--- config.mk ---
export PLATFORM = sky130hd
export DESIGN_NAME = fft_peak_detector
export DESIGN_NICKNAME = d
export VERILOG_FILES = /design/src/rtl/fft_peak_detector.sv
export SDC_FILE = /design/constraint.sdc
export NUM_CORES = 1
export LEC_CHECK = 0
export BUFFER_PORTS_ARGS = -buffer_cell sky130_fd_sc_hd__buf_2
export CORE_MARGIN = 10
export CORE_UTILIZATION = 59
export CTS_BUF_LIST = sky130_fd_sc_hd__clkbuf_16
export CTS_CLUSTER_DIAMETER = 150
export CTS_CLUSTER_SIZE = 24
export DETAILED_ROUTE_END_ITERATION = 10
export GPL_TIMING_DRIVEN = 0
export PLACE_DENSITY_LB_ADDON = 0.2
export RECOVER_POWER = 25
export SLEW_MARGIN = 0
export SYNTH_ARGS = -nofsm -noshare
export SYNTH_HDL_FRONTEND = slang
export SYNTH_SLANG_ARGS = --single-unit
--- constraint.sdc ---
create_clock -name clk -period 6 [get_ports clk]
set_input_delay 0 -clock clk [delete_from_list [all_inputs] [get_ports clk]]
set_output_delay 0 -clock clk [all_outputs]
set_load 0.05 [all_outputs]
--- src/rtl/fft_peak_detector.sv ---
`default_nettype none
// ============================================================================
//  Module   : fft_peak_detector
//  Purpose  : Streams complex FFT bins, computes per-bin power re^2+im^2 and
//             reports the index and power of the strongest bin of each
//             well-formed frame. Malformed frames are dropped with a
//             one-cycle frame_err pulse.
//  Ports    : clk, reset        - clock, synchronous active-high reset
//             in_valid/sop/eop  - bin sample qualifiers (sop/eop need valid)
//             in_real/in_imag   - signed DATA_W complex bin value
//             peak_valid        - one-cycle pulse, 3 cycles after a good eop
//             peak_bin          - index of the max-power bin (held)
//             peak_power        - power of that bin (held)
//             frame_err         - one-cycle pulse, 1 cycle after the error
//  Options  : FFT_PEAK_HALF_SPECTRUM_EN - when defined, only bins
//             0..FFT_LEN/2-1 take part in the max search.
//  Revision : 1.0 - initial release
// ============================================================================
module fft_peak_detector #(
  parameter int DATA_W  = 14,
  parameter int FFT_LEN = 1024,
  parameter int BIN_W   = $clog2(FFT_LEN),
  parameter int POW_W   = 2 * DATA_W
) (
  input  logic                     clk,
  input  logic                     reset,
  input  logic                     in_valid,
  input  logic                     in_sop,
  input  logic                     in_eop,
  input  logic signed [DATA_W-1:0] in_real,
  input  logic signed [DATA_W-1:0] in_imag,
  output logic                     peak_valid,
  output logic [BIN_W-1:0]         peak_bin,
  output logic [POW_W-1:0]         peak_power,
  output logic                     frame_err
);

  localparam logic [BIN_W-1:0] LAST_BIN = BIN_W'(FFT_LEN - 1);

  typedef enum logic [0:0] {
    IDLE  = 1'b0,
    ACCUM = 1'b1
  } state_t;

  state_t           state, state_nxt;
  logic [BIN_W-1:0] bin_cnt, bin_cnt_nxt;

  // Framing decisions for the sample presented this cycle
  logic             acc_valid;     // sample enters the pipeline
  logic [BIN_W-1:0] acc_bin;       // its bin index within the frame
  logic             acc_good_eop;  // it closes a well-formed frame
  logic             err_nxt;       // it makes the current frame malformed

  // --------------------------------------------------------------------------
  // Framing FSM
  // --------------------------------------------------------------------------
  always_ff @(posedge clk) begin
    if (reset) begin
      state   <= IDLE;
      bin_cnt <= '0;
    end else begin
      state   <= state_nxt;
      bin_cnt <= bin_cnt_nxt;
    end
  end

  always_comb begin
    state_nxt    = state;
    bin_cnt_nxt  = bin_cnt;
    acc_valid    = 1'b0;
    acc_bin      = '0;
    acc_good_eop = 1'b0;
    err_nxt      = 1'b0;
    case (state)
      IDLE: begin
        if (in_valid && in_sop) begin
          acc_valid = 1'b1;
          if (in_eop) begin
            // eop on bin 0 can never be the last bin (FFT_LEN >= 4)
            err_nxt   = 1'b1;
            state_nxt = IDLE;
          end else begin
            state_nxt   = ACCUM;
            bin_cnt_nxt = BIN_W'(1);
          end
        end
      end
      ACCUM: begin
        if (in_valid) begin
          acc_valid = 1'b1;
          if (in_sop) begin
            // Restart: the partial frame is dropped and this sample becomes
            // bin 0; bin 0 reloads the running max so nothing leaks across.
            err_nxt = 1'b1;
            if (in_eop) begin
              state_nxt = IDLE;
            end else begin
              state_nxt   = ACCUM;
              bin_cnt_nxt = BIN_W'(1);
            end
          end else begin
            acc_bin = bin_cnt;
            if (bin_cnt == LAST_BIN) begin
              state_nxt = IDLE;
              if (in_eop) begin
                acc_good_eop = 1'b1;
              end else begin
                err_nxt = 1'b1;
              end
            end else if (in_eop) begin
              err_nxt   = 1'b1;
              state_nxt = IDLE;
            end else begin
              bin_cnt_nxt = bin_cnt + BIN_W'(1);
            end
          end
        end
      end
      default: begin
        state_nxt = IDLE;
      end
    endcase
  end

  // --------------------------------------------------------------------------
  // S1: squares. Operands are sign-extended to POW_W so the products of
  // two negative values come out positive without truncation.
  // --------------------------------------------------------------------------
  logic signed [POW_W-1:0] re_ext, im_ext;
  assign re_ext = POW_W'(in_real);
  assign im_ext = POW_W'(in_imag);

  logic             s1_valid, s1_eop;
  logic [BIN_W-1:0] s1_bin;
  logic [POW_W-1:0] s1_re2, s1_im2;

  always_ff @(posedge clk) begin
    if (reset) begin
      s1_valid <= 1'b0;
      s1_eop   <= 1'b0;
      s1_bin   <= '0;
      s1_re2   <= '0;
      s1_im2   <= '0;
    end else begin
      s1_valid <= acc_valid;
      s1_eop   <= acc_good_eop;
      if (acc_valid) begin
        s1_bin <= acc_bin;
        s1_re2 <= $unsigned(re_ext * re_ext);
        s1_im2 <= $unsigned(im_ext * im_ext);
      end
    end
  end

  // --------------------------------------------------------------------------
  // S2: power sum. Max is 2 * 2^(2*DATA_W-2) = 2^(POW_W-1), so it fits.
  // --------------------------------------------------------------------------
  logic             s2_valid, s2_eop;
  logic [BIN_W-1:0] s2_bin;
  logic [POW_W-1:0] s2_pow;

  always_ff @(posedge clk) begin
    if (reset) begin
      s2_valid <= 1'b0;
      s2_eop   <= 1'b0;
      s2_bin   <= '0;
      s2_pow   <= '0;
    end else begin
      s2_valid <= s1_valid;
      s2_eop   <= s1_eop;
      if (s1_valid) begin
        s2_bin <= s1_bin;
        s2_pow <= s1_re2 + s1_im2;
      end
    end
  end

  // --------------------------------------------------------------------------
  // S3: compare/update of the running max, and result publication
  // --------------------------------------------------------------------------
  logic             in_search;
`ifdef FFT_PEAK_HALF_SPECTRUM_EN
  // Real-input spectra are symmetric; the upper half carries no new peak.
  assign in_search = (s2_bin[BIN_W-1] == 1'b0);
`else
  assign in_search = 1'b1;
`endif

  logic [BIN_W-1:0] max_bin, cand_bin;
  logic [POW_W-1:0] max_pow, cand_pow;
  logic             take;

  always_comb begin
    take = 1'b0;
    if (s2_valid) begin
      if (s2_bin == '0) begin
        take = 1'b1;                          // new frame: reload
      end else if (in_search && (s2_pow > max_pow)) begin
        take = 1'b1;                          // strict: ties keep lowest bin
      end
    end
    cand_bin = take ? s2_bin : max_bin;
    cand_pow = take ? s2_pow : max_pow;
  end

  always_ff @(posedge clk) begin
    if (reset) begin
      max_bin    <= '0;
      max_pow    <= '0;
      peak_valid <= 1'b0;
      peak_bin   <= '0;
      peak_power <= '0;
      frame_err  <= 1'b0;
    end else begin
      max_bin    <= cand_bin;
      max_pow    <= cand_pow;
      peak_valid <= s2_valid && s2_eop;
      frame_err  <= err_nxt;
      if (s2_valid && s2_eop) begin
        peak_bin   <= cand_bin;
        peak_power <= cand_pow;
      end
    end
  end

endmodule
`default_nettype wire

==> results.ini <==
[placed_design]
portBuffers=70
place.gp.congestion=0.9226
dp_cells=3090
hpwlAfterDp_um=45350

[clock_network]
cts-root-buf=clkbuf_16
clockBufferDepth=2
tritoncts=yes
htree_levels=4
cts_buffers=17
cts_sinks=195
clock_latency_ns=0.44
clkTransAtPathRegs_ns=0.08

[synthesis]
ys.flop_type=dfxtp_1
avgSynthCellArea_um2=8.959
synthesis.area_um2=22480
ys_warn_count=0
async_flop_share_pct=0
ys_ff_latch=195
netlist-cell-type-count=69
synth_edf_count=0
netlist_instances=2509
synth_nets=3079
ys_seq_area_share_pct=17.37

[job]
max-cap-violations=0

[timing]
period_minus_slack_ns=5.712
rsz0062_at_grt=false
max_freq_mhz=175.1
setup_viol=0
post-route-period-util_pct=95.20
clock_skew_ns=0.01700
hold_viol=0
slew_headroom_pct=36.61
worstMarginPinSlew_ns=0.9508
finalMaxSlewViolations=0

[final_layout]
layout_common_cells=inv_1 (496), fa_1 (346), nand2_1 (222), dfxtp_1 (195), ha_1 (188)
n_antenna_cell=0
drive_gt1_share_pct=4.495
finalNonFillerCells=3114
fin_nets=3161
layout_commonest_cell=inv_1
areaGrowthSynthToFinish_pct=7.164

[global_routing]
grt_usage_pct=23.85
overflow=0
grt_pass1_wl_um=90620
grt_max_degree=20
antenna_found_initial=1
grt_pass1_vias=18400

[drt]
drc_errors=0
routedWlPerCell_um=17.32
firstDrtPassIters=5
wl_met2_um=27400
met3_length_um=3074
wl_met1_um=22110
wl_um=53940
vias=17440
first_iter_violations=1012
top_layer_used=met4
vias_per_cell=5.599
ant_nets=0

[critical_path]
required_ns=6.34
critPathMaxFanout=10
start_kind=primary input
crit_arrival_ns=6.05
endpoint_kind=register
criticalPathCategory=primary input to register

[outcome]
status=complete, no violations

[floorplan]
fp.dieW_um=215.2
num_rows=71
dieArea_um2=46300
io_pins=73
coreArea_um2=37670
start_util_pct=59.68
die_h_um=215.2

[min_path]
hold_path_class=primary input to register

## per-layer routing
metal	up-vias	GRT usage (%)
met4	0	6.829
met1	8679	29.26
met2	471	42.37
met3	84	3.820
li1	8201	-
met5	-	0
## through the flow
step	setup slack [ns]	area, um2	utilization [%]	hold WS (ns)	setup TNS, ns
6_report	0.2880	24090	63.95	0.02167	0
5_1_grt	0.01208	24090	63.95	0.04353	0
4_1_cts	0.01207	24120	64.03	0.01746	0
3_5_place_dp	-0.8298	23470	62.30	0.3192	-9.577
3_3_place_gp	-0.6904	23470	62.30	0.3196	-6.874
2_1_floorplan	0.2434	22480	-	0.1360	0
## cells by family after synthesis
kind of cell	Yosys count	share of synthesized area (%)
AO/OA/AOI/OAI	439	12.31
XOR/XNOR	83	3.234
adder cells (fa/ha/maj)	537	41.55
buffers and inverters	601	10.06
flip-flops	195	17.37
multiplexers	68	3.045
AND/OR/NAND/NOR	586	12.44
## repair_timing
item                                    4_1_cts  5_1_grt
gates resized for setup                       5       34
endpoints found under the setup margin       11       13
hold endpoints to repair                      5        0
hold buffers                                  5        0
pin swaps                                     0        4
setup buffers                                 0        2
## worst max-delay path: stages
cell and delay, ns:
buf_2 0.21, buf_2 0.29, nand2_1 0.11, fa_1 0.49, inv_1 0.07, fa_1 0.48, fa_1 0.52, inv_1 0.05
fa_1 0.53, inv_1 0.05, fa_1 0.47, inv_1 0.05, fa_1 0.47, inv_1 0.04, ha_1 0.20, or3_1 0.39
nor2_1 0.09, o21ai_0 0.13, o211a_1 0.21, a41oi_1 0.37, a211oi_1 0.19, and2_1 0.20, o31a_1 0.24, a32o_1 0.21
## cell type report
cell class / count / area [um2]
buffer: 91 / 377.9
tap: 511 / 639.4
sequential: 195 / 3904
clock inverter: 14 / 190.2
timing repair buffer: 77 / 365.4
multi-input combinational: 1713 / 16320
inverter: 496 / 1862
clock buffer: 17 / 425.4
fill: 3337 / 13580
## registers in the layout (all words and copies together) (netlist names)
| name | cells |
|---|---|
| s1_im2 | 27 |
| s2_eop | 1 |
| s1_re2 | 27 |
| s2_bin | 10 |
| bin_cnt | 10 |
| peak_valid | 1 |
| max_pow | 28 |
| s1_valid | 1 |
| s1_bin | 10 |
| frame_err | 1 |
| max_bin | 10 |
| peak_power | 28 |
| state | 1 |
| s1_eop | 1 |
| s2_pow | 28 |
| peak_bin | 10 |
| s2_valid | 1 |
## Yosys cell counts (6+ instances only)
master	n	area share, %
inv_1	495	8.3
fa_1	349	31
nand2_1	222	3.7
dfxtp_1	195	17
ha_1	188	10
a21oi_1	158	3.5
nor2_1	114	1.9
clkbuf_1	91	1.5
o21ai_0	88	2.0
and2_1	81	2.3
mux2i_1	65	2.9
xnor2_1	56	2.2
nand4_1	34	0.95
a21o_1	31	1.0
o31ai_1	30	1.0
nand3_1	28	0.62
xor2_1	27	1.1
nor2b_1	21	0.58
nor3_1	21	0.47
a211oi_1	19	0.63
a31o_2	17	0.66
nand2b_1	17	0.47
and3_1	16	0.45
a22oi_1	11	0.37
a31oi_1	10	0.28
o21a_1	10	0.33
o21bai_1	10	0.33
buf_1	9	0.15
or3_1	8	0.22
o211ai_1	6	0.20
## path summary, 6_finish.rpt
path | cells past startpoint | startpoint | end | slack [ns]
min | 4 | in_sop | frame_err | 0.02
max reg2reg | 10 | s1_im2[3] | s2_pow[26] | 2.81
max | 24 | in_real[2] | s1_re2[25] | 0.29
min reg2reg | 2 | s1_re2[3] | s1_re2[3] | 0.46
Power is not shown: default switching activity piles up to over one toggle a cycle in this logic, so the estimate is an artifact.
